[src/rtl/mem_arbiter.sv]
// Two-port (CPU / debug) arbiter onto a single synchronous RAM port.
// One transaction at a time; round-robin on contention, debug can fence the CPU off.
module mem_arbiter #(
   parameter int ADDR_W = 11,
   parameter int DATA_W = 4,
   parameter int RD_LAT = 1   // legal 1..3
) (
   input  logic              clk,
   input  logic              rst,

   input  logic              cpu_req,
   input  logic              cpu_we,
   input  logic [ADDR_W-1:0] cpu_addr,
   input  logic [DATA_W-1:0] cpu_wdata,
   output logic              cpu_gnt,
   output logic              cpu_rvalid,
   output logic [DATA_W-1:0] cpu_rdata,

   input  logic              dbg_req,
   input  logic              dbg_we,
   input  logic [ADDR_W-1:0] dbg_addr,
   input  logic [DATA_W-1:0] dbg_wdata,
   output logic              dbg_gnt,
   output logic              dbg_rvalid,
   output logic [DATA_W-1:0] dbg_rdata,

   input  logic              dbg_halt,
   output logic              halt_ack,

   output logic              mem_en,
   output logic              mem_we,
   output logic [ADDR_W-1:0] mem_addr,
   output logic [DATA_W-1:0] mem_wdata,
   input  logic [DATA_W-1:0] mem_rdata
);

   typedef enum logic [1:0] {IDLE, ACCESS, WAIT, DONE} state_t;

   localparam logic [1:0] CNT_LAST = 2'(RD_LAT - 1);

   state_t     state;
   logic       owner;      // 1 = debug owns the current transaction
   logic       last_dbg;   // 1 = debug won the previous arbitration
   logic       cur_we;
   logic [1:0] cnt;

   logic cpu_elig, dbg_elig, any_elig, pick_dbg, cpu_busy_nxt;

   always_comb begin
      cpu_elig = cpu_req & ~dbg_halt;
      dbg_elig = dbg_req;
      any_elig = cpu_elig | dbg_elig;
      pick_dbg = dbg_elig & (~cpu_elig | ~last_dbg);
   end

   // Whether a CPU transaction will occupy the bus in the next cycle; feeds halt_ack.
   always_comb begin
      cpu_busy_nxt = 1'b0;
      case (state)
         IDLE:    cpu_busy_nxt = any_elig & ~pick_dbg;
         ACCESS:  cpu_busy_nxt = ~cur_we & ~owner;
         WAIT:    cpu_busy_nxt = ~owner;
         DONE:    cpu_busy_nxt = 1'b0;
         default: cpu_busy_nxt = 1'b0;
      endcase
   end

   always_ff @(posedge clk) begin
      if (rst) begin
         state      <= IDLE;
         owner      <= 1'b0;
         last_dbg   <= 1'b1;
         cur_we     <= 1'b0;
         cnt        <= '0;
         mem_en     <= 1'b0;
         mem_we     <= 1'b0;
         mem_addr   <= '0;
         mem_wdata  <= '0;
         cpu_gnt    <= 1'b0;
         dbg_gnt    <= 1'b0;
         cpu_rvalid <= 1'b0;
         dbg_rvalid <= 1'b0;
         cpu_rdata  <= '0;
         dbg_rdata  <= '0;
         halt_ack   <= 1'b0;
      end else begin
         mem_en     <= 1'b0;
         mem_we     <= 1'b0;
         cpu_gnt    <= 1'b0;
         dbg_gnt    <= 1'b0;
         cpu_rvalid <= 1'b0;
         dbg_rvalid <= 1'b0;
         halt_ack   <= dbg_halt & ~cpu_busy_nxt;

         case (state)
            IDLE: begin
               if (any_elig) begin
                  // mem_addr/mem_wdata double as the captured request.
                  owner     <= pick_dbg;
                  last_dbg  <= pick_dbg;
                  cur_we    <= pick_dbg ? dbg_we    : cpu_we;
                  mem_we    <= pick_dbg ? dbg_we    : cpu_we;
                  mem_addr  <= pick_dbg ? dbg_addr  : cpu_addr;
                  mem_wdata <= pick_dbg ? dbg_wdata : cpu_wdata;
                  mem_en    <= 1'b1;
                  cpu_gnt   <= ~pick_dbg;
                  dbg_gnt   <= pick_dbg;
                  state     <= ACCESS;
               end
            end
            ACCESS: begin
               cnt   <= '0;
               state <= cur_we ? IDLE : WAIT;
            end
            WAIT: begin
               if (cnt == CNT_LAST) begin
                  if (owner) begin
                     dbg_rdata  <= mem_rdata;
                     dbg_rvalid <= 1'b1;
                  end else begin
                     cpu_rdata  <= mem_rdata;
                     cpu_rvalid <= 1'b1;
                  end
                  cnt   <= '0;
                  state <= DONE;
               end else begin
                  cnt <= cnt + 2'd1;
               end
            end
            DONE:    state <= IDLE;
            default: state <= IDLE;
         endcase
      end
   end

endmodule
[config.mk]
export PLATFORM = sky130hd
export DESIGN_NAME = mem_arbiter
export DESIGN_NICKNAME = d
export VERILOG_FILES = /design/src/rtl/mem_arbiter.sv
export SDC_FILE = /design/constraint.sdc
export NUM_CORES = 1
export LEC_CHECK = 0
export ABC_AREA = 1
export BUFFER_PORTS_ARGS = -buffer_cell sky130_fd_sc_hd__buf_2
export CORE_MARGIN = 1.5
export CORE_UTILIZATION = 48
export CTS_CLUSTER_SIZE = 24
export DETAILED_ROUTE_END_ITERATION = 8
export PLACE_DENSITY = 0.78
export SLEW_MARGIN = 20
export SYNTH_ARGS = -nofsm -noshare
export SYNTH_HDL_FRONTEND = slang
export SYNTH_SLANG_ARGS = --single-unit
export TNS_END_PERCENT = 50
[constraint.sdc]
create_clock -name clk -period 1.35 [get_ports clk]
set_input_delay 0.135 -clock clk [delete_from_list [all_inputs] [get_ports clk]]
set_output_delay 0.135 -clock clk [all_outputs]
set_load 0.05 [all_outputs]
==> metrics <==
status finished clean; Syn Area/Cell 7.16 um^2; Worst Path Required 1590 ps; hold wc startpoint mem_rdata[1]; dpl hpwl 2.82 mm; DRC 0; switching pwr 1400 uW; Cells on Worst Hold Path 3; RSZ-0062 raised after global routing yes; syn nets 293; Design Power 3440 uW; first-pass GRT wire length 6.65 mm; crit path DAT 1520 ps; WL/cell 10.6 um; #FFs+latches synth 37; Clock Latency Late Sink 340 ps; worst path cell trace inv_2 > ha_4 > a21boi_4 > clkbuf_16 > nand2_1 > nor2_1 > nor2_1; largest net degree at the start of global routing 31; Final Max Slew Viols 0; Reg2Reg Capture Point mem_addr[1]; GRT Resource Usage Total 0.204; number of core rows 21; core area 3420 um^2; Critical Path End Type flop; total of max-cap violations 0; routed vias 1,752; RD Place Congestion 0.742; vias in the first global route 1,611; Leak 0.00122 uW; Worst-Margin Slew 307 ps; Crit Reg-Reg Startpoint state[0]; Fill cells 345; synthesized area 1760 um^2; cell mode on critical path nor2_1; Distinct cells, synth 21; Num Clock Sinks 37; pwr/cell area 1500 nW/um^2; Die Span X 63.6 um; Slew Limit Headroom 0.795; final setup margin 63.2 ps; post-route minimum period 1290 ps; Buf/Inv on CP 2; Register Area 743 um^2; total CTS buffers 5; initial antenna violation count 0; Hold/Removal Path Class input pin to flop; sequential cell fraction of total power 0.391; Register-to-Register Path Depth 7; maximum VDD drop 0.763 mV; fmax 0.777 GHz; layout cells sized above 1 0.351; Top delay family on crit path flip-flops; Clock Path Buffers 2; TritonRoute pass-1 iters 4; YS warnings 0; hold endpoint cpu_rdata[1]; Antenna Cells 0; DR iter-0 viols 103; area of the multi-input gates 827 um^2; FF-to-FF setup slack 60 ps; IO buf count 70; sw frac 0.407; Post-CTS Setup Inserts 0; final hold violations 0; fin crit share 0.953; chip height 63.6 um; # IOs 71; Pint 2040 uW; Max stage delay on crit path 340 ps; via density per instance 4.76; H-Tree Depth 2; clk slew on worst S/H paths 110 ps; Comb power frac 0.419; Clk pwr share 0.190; grt ovf 0; CTS root buf clkbuf_4; sequential fraction of the synthesis area 0.421; Crit Path Category flop to flop; Final nets 368; type of origin of the critical path flop; Cells after Synth 246; # setup viols final 0; initial core utilization 0.515; worst slack at placement 82.4 ps; Crit-path slowest cell dfxtp_2; die footprint 4040 um^2; Syn-to-layout area delta 30.0%; DRT antenna net count 0; crit path max fanout 7; Layout Skew 5.66 ps; routed wire length 3.92 mm; # hold bufs at CTS 0; CTS tree yes
==> cell usage after synthesis, drive strengths merged <==
master / instances / area (um^2)
nand4: 1 / 6.26
nor3: 2 / 10.0
nand2: 39 / 156
nor2: 62 / 255
o21ai: 20 / 100
ha: 6 / 75.1
a21oi: 9 / 45.0
buf: 11 / 85.1
dfxtp: 37 / 741
a21boi: 1 / 18.8
nand3: 26 / 143
inv: 32 / 125
==> worst max-delay path by stage <==
| stage | from | end | slack, ps | depth (start not counted) |
|---|---|---|---|---|
| finish | state[0] | mem_addr[1] | 60 | 7 |
| global route | state[0] | mem_addr[2] | -10 | 7 |
| CTS | state[0] | mem_addr[1] | 60 | 7 |
| detailed placement | state[0] | mem_addr[1] | 80 | 7 |
| global placement | state[0] | mem_addr[7] | 110 | 7 |
| floorplan | state[0] | mem_addr[10] | 90 | 7 |
==> layout make-up <==
cell class | instances | area share
multi-input cells | 166 | 0.361
flip-flops and latches | 37 | 0.325
repair buffers | 79 | 0.203
inverters | 32 | 0.0547
clock buffers | 7 | 0.0284
well taps | 46 | 0.0252
clock inverters | 1 | 0.00219
==> layer usage <==
metal	wire length (um)	vias up	track usage
met1	1810	780	0.254
li1	-	915	-
met4	33	0	0.0652
met5	0	-	0
met3	263	6	0.0589
met2	1820	51	0.339
==> through the flow <==
stage | setup TNS, ps | hold slack [ps] | area, um^2 | util | instances
floorplan | 0 | 220 | 1760 | - | 246
global placement | 0 | 385 | 2150 | 0.629 | 358
detailed placement | 0 | 388 | 2150 | 0.629 | 358
CTS | 0 | 27.7 | 2220 | 0.649 | 366
global route | -34.8 | 41.1 | 2290 | 0.670 | 368
finish | 0 | 35.5 | 2290 | 0.670 | 368
==> worst register-to-register path, stage by stage (launching register included) <==
cell	delay [ps]
dfxtp_2	340
inv_2	80
ha_4	130
a21boi_4	270
clkbuf_16	200
nand2_1	50
nor2_1	80
nor2_1	40
==> power by group through the flow <==
| stage | logic (uW) | clock network (uW) | registers (uW) |
|---|---|---|---|
| floorplan | 575 | 0 | 1800 |
| global placement | 1310 | 0 | 1360 |
| detailed placement | 1330 | 0 | 1360 |
| CTS | 1340 | 673 | 1340 |
| global route | 1580 | 708 | 1360 |
| finish | 1440 | 652 | 1340 |
==> what timing repair did <==
action / in CTS / in global routing
setup endpoints to repair: 0 / 20
endpoints found under the hold margin: 0 / 0
gates resized for setup: 0 / 9
==> registers in the layout, indices dropped and copies added, names as in the netlist, named ones only <==
| signal | cells |
|---|---|
| dbg_rdata | 4 |
| owner | 1 |
| mem_en | 1 |
| dbg_gnt | 1 |
| halt_ack | 1 |
| cpu_rvalid | 1 |
| cpu_gnt | 1 |
| state | 1 |
| mem_we | 1 |
| cpu_rdata | 4 |
| dbg_rvalid | 1 |
| mem_wdata | 4 |
| mem_addr | 11 |
| cnt | 2 |
| last_dbg | 1 |
| cur_we | 1 |
==> kinds of logic (layout without fill, tap and decap cells) <==
group	after synthesis	after routing	share of synthesized area
adder cells (fa/ha/maj)	6	6	0.0426
flip-flops	37	37	0.421
AO/OA/AOI/OAI	30	30	0.0931
AND/OR/NAND/NOR	130	130	0.324
buffers and inverters	43	119	0.119
==> placed cells by master, fill, tap and decap left out, drive strengths merged <==
cell type | synthesis | final
nor2 | 62 | 62
buf | 11 | 77
nand2 | 39 | 39
nor3 | 2 | 2
nand3 | 26 | 26
dfxtp | 37 | 37
a21oi | 9 | 9
ha | 6 | 6
clkbuf | 0 | 9
clkinv | 0 | 1
inv | 32 | 32
a21boi | 1 | 1
nand4 | 1 | 1
o21ai | 20 | 20
(Power assumes the default switching activity.)
